===== src/rtl/wb_port_arbiter.sv =====
// Register-file write-port arbiter.
// The ME/WB writeback always owns the port. A divider result that collides
// with it is parked in a one-entry buffer and drained on the next free cycle.
// If the buffer stays blocked too long, a pipeline bubble is requested so the
// parked result can drain. A younger pipeline write to the same register
// kills the parked result instead of letting it overwrite newer data.
module wb_port_arbiter #(
  parameter int MAX_WAIT = 4,
  parameter int CNT_W    = 4
) (
  input  logic        clk,
  input  logic        rst_n,
  input  logic        pipe_we_i,
  input  logic [4:0]  pipe_waddr_i,
  input  logic [31:0] pipe_wdata_i,
  input  logic        div_valid_i,
  input  logic [4:0]  div_waddr_i,
  input  logic [31:0] div_wdata_i,
  output logic        div_ready_o,
  output logic        rf_we_o,
  output logic [4:0]  rf_waddr_o,
  output logic [31:0] rf_wdata_o,
  output logic        stall_req_o,
  output logic        pend_o,
  output logic [4:0]  pend_waddr_o
);

  typedef enum logic [1:0] {
    ST_IDLE  = 2'd0,
    ST_PEND  = 2'd1,
    ST_FORCE = 2'd2
  } state_t;

  // Counter value at which a still-blocked buffer escalates to a stall.
  localparam logic [CNT_W-1:0] MAX_M1 = CNT_W'(MAX_WAIT - 32'sd1);

  state_t             state_r;
  state_t             state_nx_s;
  logic [CNT_W-1:0]   cnt_r;
  logic [CNT_W-1:0]   cnt_nx_s;
  logic [CNT_W-1:0]   cnt_inc_s;
  logic               buf_valid_r;
  logic [4:0]         buf_waddr_r;
  logic [31:0]        buf_wdata_r;
  logic               stall_r;

  logic               pipe_act_s;
  logic               div_acc_s;
  logic               load_s;
  logic               kill_s;
  logic               drain_s;

  // Writes to x0 are no-ops, so they never occupy the port.
  assign pipe_act_s = pipe_we_i && (pipe_waddr_i != 5'd0);
  // A result is only taken while the buffer is empty, so drain and accept never overlap.
  assign div_acc_s  = div_valid_i && !buf_valid_r;
  // Blocked, nonzero, accepted result gets parked.
  assign load_s     = div_acc_s && (div_waddr_i != 5'd0) && pipe_act_s;
  // Younger pipeline write to the parked register makes the parked value stale.
  assign kill_s     = buf_valid_r && pipe_act_s && (pipe_waddr_i == buf_waddr_r);
  assign drain_s    = buf_valid_r && !pipe_act_s;
  assign cnt_inc_s  = cnt_r + CNT_W'(1);

  assign div_ready_o  = !buf_valid_r;
  assign pend_o       = buf_valid_r;
  assign pend_waddr_o = buf_valid_r ? buf_waddr_r : 5'd0;
  assign stall_req_o  = stall_r;

  // Write-port mux: pipeline first, then buffered drain, then divider bypass.
  always_comb begin
    rf_we_o    = 1'b0;
    rf_waddr_o = 5'd0;
    rf_wdata_o = 32'd0;
    if (pipe_act_s) begin
      rf_we_o    = 1'b1;
      rf_waddr_o = pipe_waddr_i;
      rf_wdata_o = pipe_wdata_i;
    end else if (buf_valid_r) begin
      rf_we_o    = 1'b1;
      rf_waddr_o = buf_waddr_r;
      rf_wdata_o = buf_wdata_r;
    end else if (div_valid_i && (div_waddr_i != 5'd0)) begin
      rf_we_o    = 1'b1;
      rf_waddr_o = div_waddr_i;
      rf_wdata_o = div_wdata_i;
    end else begin
      rf_we_o    = 1'b0;
      rf_waddr_o = 5'd0;
      rf_wdata_o = 32'd0;
    end
  end

  // Next-state and wait-counter logic for the starvation FSM.
  always_comb begin
    state_nx_s = state_r;
    cnt_nx_s   = cnt_r;
    case (state_r)
      ST_IDLE: begin
        if (load_s) begin
          cnt_nx_s   = {CNT_W{1'b0}};
          state_nx_s = (MAX_WAIT == 32'sd1) ? ST_FORCE : ST_PEND;
        end else begin
          cnt_nx_s   = {CNT_W{1'b0}};
          state_nx_s = ST_IDLE;
        end
      end
      ST_PEND: begin
        if (kill_s || drain_s) begin
          cnt_nx_s   = {CNT_W{1'b0}};
          state_nx_s = ST_IDLE;
        end else if (pipe_act_s) begin
          cnt_nx_s   = cnt_inc_s;
          state_nx_s = (cnt_inc_s >= MAX_M1) ? ST_FORCE : ST_PEND;
        end else begin
          state_nx_s = ST_PEND;
        end
      end
      ST_FORCE: begin
        // Counter holds here so it can never wrap while waiting for the bubble.
        if (kill_s || drain_s) begin
          cnt_nx_s   = {CNT_W{1'b0}};
          state_nx_s = ST_IDLE;
        end else begin
          state_nx_s = ST_FORCE;
        end
      end
      default: begin
        cnt_nx_s   = {CNT_W{1'b0}};
        state_nx_s = ST_IDLE;
      end
    endcase
  end

  // FSM state, wait counter and registered stall request.
  always_ff @(posedge clk or negedge rst_n) begin
    if (!rst_n) begin
      state_r <= ST_IDLE;
      cnt_r   <= {CNT_W{1'b0}};
      stall_r <= 1'b0;
    end else begin
      state_r <= state_nx_s;
      cnt_r   <= cnt_nx_s;
      stall_r <= (state_nx_s == ST_FORCE);
    end
  end

  // One-entry holding buffer: load on blocked accept, clear on drain or kill.
  always_ff @(posedge clk or negedge rst_n) begin
    if (!rst_n) begin
      buf_valid_r <= 1'b0;
      buf_waddr_r <= 5'd0;
      buf_wdata_r <= 32'd0;
    end else if (load_s) begin
      buf_valid_r <= 1'b1;
      buf_waddr_r <= div_waddr_i;
      buf_wdata_r <= div_wdata_i;
    end else if (kill_s || drain_s) begin
      buf_valid_r <= 1'b0;
      buf_waddr_r <= 5'd0;
      buf_wdata_r <= 32'd0;
    end else begin
      buf_valid_r <= buf_valid_r;
      buf_waddr_r <= buf_waddr_r;
      buf_wdata_r <= buf_wdata_r;
    end
  end

endmodule


===== config.mk =====
export PLATFORM = sky130hd
export DESIGN_NAME = wb_port_arbiter
export DESIGN_NICKNAME = d
export VERILOG_FILES = /design/src/rtl/wb_port_arbiter.sv
export SDC_FILE = /design/constraint.sdc
export NUM_CORES = 1
export LEC_CHECK = 0
export ABC_AREA = 0
export CAP_MARGIN = 20
export CORE_MARGIN = 4
export CORE_UTILIZATION = 35
export CTS_CLUSTER_DIAMETER = 120
export DETAILED_ROUTE_END_ITERATION = 8
export DONT_BUFFER_PORTS = 1
export GPL_TIMING_DRIVEN = 0
export PLACE_DENSITY = 0.6
export SETUP_SLACK_MARGIN = 0.15
export SYNTH_ARGS = -nofsm -noshare
export SYNTH_HDL_FRONTEND = slang
export SYNTH_SLANG_ARGS = --single-unit

===== constraint.sdc =====
create_clock -name clk -period 5.2 [get_ports clk]
set_input_delay 1.04 -clock clk [delete_from_list [all_inputs] [get_ports clk]]
set_output_delay 1.04 -clock clk [all_outputs]
set_load 0.1 [all_outputs]

=== Word level (Yosys, flattened, before mapping) ===
Index checks and enable logic that the tools add are counted.

* Register bits after elaboration: 45
* Latch bits: 0
* Bits in writable memories: 0
* ROM bits: 0
* Bits of input ports: 78
* Logic and storage cells: 56
* Memories kept: 0

* Add/sub/neg operators: 1
* $mul: 0
* Div/mod/pow operators: 0
* Order comparisons: 1
* Equality and inequality tests: 6
* Shift-type cells: 0
* Multiplexer cells: 26
* Bitwise operators: 0
* Reductions and logical operators: 16

{| class="wikitable"
|+ Operators by type and width
! kind !! count
|-
| 2-to-1 mux 32 bit || 5
|-
| 2-to-1 mux 5 bit || 6
|-
| 2-to-1 mux 4 bit || 3
|-
| nonzero test 5 bit || 2
|-
| logical AND 1 bit || 8
|-
| 2-to-1 mux 2 bit || 4
|-
| case mux 4 bit (2 select lines) || 1
|-
| 2-to-1 mux 1 bit || 6
|-
| case mux 2 bit (3 select lines) || 1
|-
| equality test 5 bit || 1
|-
| adder 4 x 1 -> 4 bit (second input constant) || 1
|-
| equality test 2 bit (second input constant) || 2
|-
| greater-or-equal comparator 4 x 2 -> 1 bit (second input constant) || 1
|-
| inequality test 3 bit (second input constant) || 1
|-
| equality test 2 x 1 -> 1 bit (second input constant) || 1
|-
| zero test 1 bit || 2
|-
| zero test 2 bit || 1
|-
| inequality test 2 bit (second input constant) || 1
|-
| AND reduction 2 bit || 1
|-
| nonzero test 2 bit || 1
|-
| logical OR 1 bit || 1
|}

=== Depth between registers and ports, before layout ===
* Word-level depth: 8
* Gate-level depth with buffers: 7
* Mapped depth without buffers: 5

=== Worst setup path before layout ===
OpenSTA, ideal clock, no wires.

* Path kind: flip-flop to output port
* From: register buf_valid_r (netlist: pend_o)
* To: output rf_waddr_o[3]
* Arrival time: 5433 ps
* Data required time: 4160 ps
* Path slack: -1273 ps
* Stages on the path, launching flop included: 5
* Cell sequence: dfrtp_1 -> inv_1 -> nor2_1 -> a21oi_1 -> o21ai_0

* Longest elaborated chain between the ends: 2

{| class="wikitable"
|+ RTL lines
! what !! line !! RTL
|-
| start, declared || 42 || <nowiki>logic buf_valid_r;</nowiki>
|-
| start signal, assigned || 162 || <nowiki>buf_valid_r <= buf_valid_r;</nowiki>
|-
| 2-to-1 mux 5 bit || 78 || <nowiki>end else if (buf_valid_r) begin</nowiki>
|-
| 2-to-1 mux 5 bit || 74 || <nowiki>if (pipe_act_s) begin</nowiki>
|-
| end, declared || 21 || <nowiki>output logic [4:0] rf_waddr_o,</nowiki>
|}

Every way passes these cells.

=== Final worst setup path ===
* From: register buf_valid_r (netlist: pend_o)
* To: output rf_waddr_o[4]

The elaborated chain is that of the path after synthesis.

==> flow_metrics.py <==
metrics = {
    "logic_synthesis": {
        "synth_mux_area_share_pct": 0,
        "synth_cells": 328,
        "avgSynthCellArea_um2": 8.57,
        "netlist_area_um2": 2810,
        "ys.flop_type": "dfrtp_1",
        "synth-seq-cells": 45,
        "synth_compound_area_share_pct": 36.0,
        "synthXorXnorAreaFrac_pct": 2.18,
        "synthArstFlopShare_pct": 100,
        "synth_nets": 408,
        "synth_edf_count": 0,
        "synthDistinctLibCells": 34,
        "synth_top_family_by_area": "compound AO/OA/AOI/OAI gates",
        "synth-simple-area-share_pct": 14.3,
        "synthAdderAreaFrac_pct": 0.890,
        "ys_seq_area_share_pct": 40.1,
        "ys.warnings.count": 0,
    },
    "routing": {
        "route.detailed.drc": 0,
        "wl_per_cell_um": 20.8,
        "num_vias": 2694,
        "post_drt_via_cell_ratio": 6.15,
        "drt_pass1_iterations": 4,
        "totalWireLength_um": 9110,
        "drt_iter0_drc": 152,
        "antenna_left": 0,
    },
    "layout": {
        "diodes": 0,
        "area_growth_pct": 12.4,
        "drive_gt1_share_pct": 20.2,
        "fin_util_pct": 40.7,
        "final_nets": 415,
        "design_area_um2": 3160,
    },
    "timing": {
        "skew_ps": 5.57,
        "setup_viol": 2,
        "hold_viol_final": 0,
        "setup_slack_ps": -60.0,
        "fmax_mhz": 190,
        "maxSlewViolCount": 0,
        "tightestPinTransition_ps": 1110,
        "period_needed_ps": 5260,
        "relSlewSlack_pct": 26.1,
        "rsz0062_at_grt": "true",
        "fin_crit_sh_pct": 101,
    },
    "worst_setup_path": {
        "reg2reg_setup_slack_ps": 2350,
        "critPathLaunchType": "flop",
        "startpoint": "pend_o$_DFFE_PN0P_",
        "crit_cells": 4,
        "slowest_stage": "nor2_2",
        "reg2reg_depth": 4,
        "cp.required_ps": 4160,
        "critPathCapture": "rf_waddr_o[4]",
        "worstPathCellList": "inv_1 -> nor2_2 -> a21oi_1 -> o21ai_2",
        "crit_type": "reg2out",
        "cpLargestDelayFamily": "simple AND/OR/NAND/NOR gates",
        "cpPeakStageDelay_ps": 1090,
        "worstPathArrival_ps": 4220,
        "path_buf_inv": 1,
        "r2r-start": "pend_o$_DFFE_PN0P_",
        "crit_fanout": 6,
        "r2r_end": "buf_wdata_r[0]$_DFFE_PN0P_",
        "worst_setup_path_end_kind": "output port",
    },
    "clock_network": {
        "clk_pin_slew_ps": 90,
        "cts_root_buffer": "clkbuf_8",
        "cts.repair.resized": 0,
        "cts_tree": "built",
        "numClockSinks": 45,
        "cts_buffers": 5,
        "clk_latency_ps": 300,
        "cts.path.max_buffers": 2,
        "htreeDepth": 2,
        "hold_buffers": 0,
    },
    "global_route": {
        "grt_pass1_vias": 2763,
        "grtUsageMet3_pct": 4.45,
        "grt_max_degree": 46,
        "met1_usage_pct": 24.7,
        "grt_overflow": 0,
        "use_met2_pct": 29.6,
        "antenna_found_initial": 0,
        "top_usage_layer": "met2",
        "track_usage_pct": 18.4,
        "grt_pass1_wl_um": 14400,
    },
    "floorplanning": {
        "die_w_um": 97.6,
        "dieArea_um2": 9530,
        "start_util_pct": 36.2,
        "core_area_um2": 7770,
        "io_pins": 124,
        "die_h_um": 97.6,
        "rows": 32,
    },
    "placement": {
        "place_congestion": 0.854,
        "place_area_um2": 3040,
        "dp_hpwl_um": 6700,
        "io_buffers": 0,
    },
    "job": {
        "drv_cap": 0,
    },
    "power": {
        "powerDensity_nw_per_um2": 403,
        "p_leak_nw": 1.19,
        "worst_ir_drop_vdd_v": 0.000136,
    },
    "status": {
        "violations": "negative setup slack",
        "status": "finished, violations left",
    },
    "worst_hold_path": {
        "min_path_type": "in2async",
    },
}
[cell usage in the layout (no fill, tap or decap), drive strengths merged, types with 2 or more instances in the layout]
master / count
a21oi: 8
a221oi: 32
o21ai: 44
o2111ai: 2
xor2: 2
a31oi: 2
nand2: 10
xnor2: 5
o32ai: 2
o21ba: 2
o211ai: 5
o2bb2ai: 35
nand3: 4
buf: 16
nor2b: 3
dfrtp: 45
nor2: 69
ha: 2
and2: 3
or4: 5
o21a: 2
clkbuf: 25
inv: 7
[layer usage]
layer,vias to the layer above,share of wire (%)
met1,1342,43
met5,-,0
li1,1238,-
met3,13,6.8
met2,101,48
met4,0,1.9
[power by group]
part / switching, mW / leakage [nW] / total, mW / internal (mW)
clock: 0.121 / 0.0585 / 0.278 / 0.157
combinational: 0.426 / 0.546 / 0.529 / 0.103
sequential: 0.0567 / 0.585 / 0.468 / 0.411
[sequential cells by signal (all words and copies together), names as in the netlist]
signal and count:
buf_waddr_r 5, buf_wdata_r 32, cnt_r 4, pend_o 1, stall_req_o 1, state_r 2
[cells by family after synthesis]
kind of cell    count (synthesis)
fa+ha+maj                       2
xor+xnor                        7
flops                          45
buf+inv                        41
compound gates                138
simple gates                   95
[worst min-delay path by stage]
stage / endpoint / cells past startpoint
6_report: buf_waddr_r[3]$_DFFE_PN0P_ / 0
5_1_grt: buf_wdata_r[30]$_DFFE_PN0P_ / 0
4_1_cts: buf_waddr_r[3]$_DFFE_PN0P_ / 0
3_5_place_dp: buf_wdata_r[23]$_DFFE_PN0P_ / 2
3_3_place_gp: buf_wdata_r[21]$_DFFE_PN0P_ / 2
2_1_floorplan: buf_wdata_r[17]$_DFFE_PN0P_ / 2
[area by class of cell]
cell class,instances,area [um^2]
well taps,102,128
clock buffers,7,86.3
clock inverters,1,30.0
fillers,800,4610
inverters,7,26.3
multi-input cells,242,1610
flip-flops and latches,45,1130
plain buffers,34,158
[synthesized netlist by cell type (2+ instances only)]
library cell	instances	share of area, %
o2bb2ai_1	35	11
dfrtp_1	45	40
a221oi_1	32	10
o21a_1	2	0.53
o32ai_1	2	0.62
xor2_1	2	0.62
o211ai_1	5	1.3
and2_1	3	0.67
inv_1	7	0.93
o21ai_1	4	0.71
ha_1	2	0.89
o21ai_0	39	6.9
xnor2_1	5	1.6
a21oi_1	8	1.4
clkbuf_1	17	2.3
o21ba_2	2	0.71
nand3_1	4	0.71
nor2b_1	3	0.67
o2111ai_1	2	0.62
nand2_1	10	1.3
or4_1	4	1.1
nor2_1	69	9.2
a31oi_1	2	0.44
buf_2	14	2.5
[repair_timing]
item,in CTS,in global routing
endpoints found under the setup margin,2,2
gates cloned,0,0
buffers inserted,0,0
[per-stage QoR]
step	hold WS [ps]	setup slack, ps	cells	power, mW	setup TNS (ps)
6_report	426	-60.0	438	1.27	-119
2_1_floorplan	519	-58.3	328	0.920	-58.3
5_1_grt	407	-161	438	1.34	-315
3_3_place_gp	532	-216	430	0.982	-216
3_5_place_dp	540	280	430	1.00	0
4_1_cts	419	-58.3	438	1.28	-113
Power figures use the tool's default switching activity.
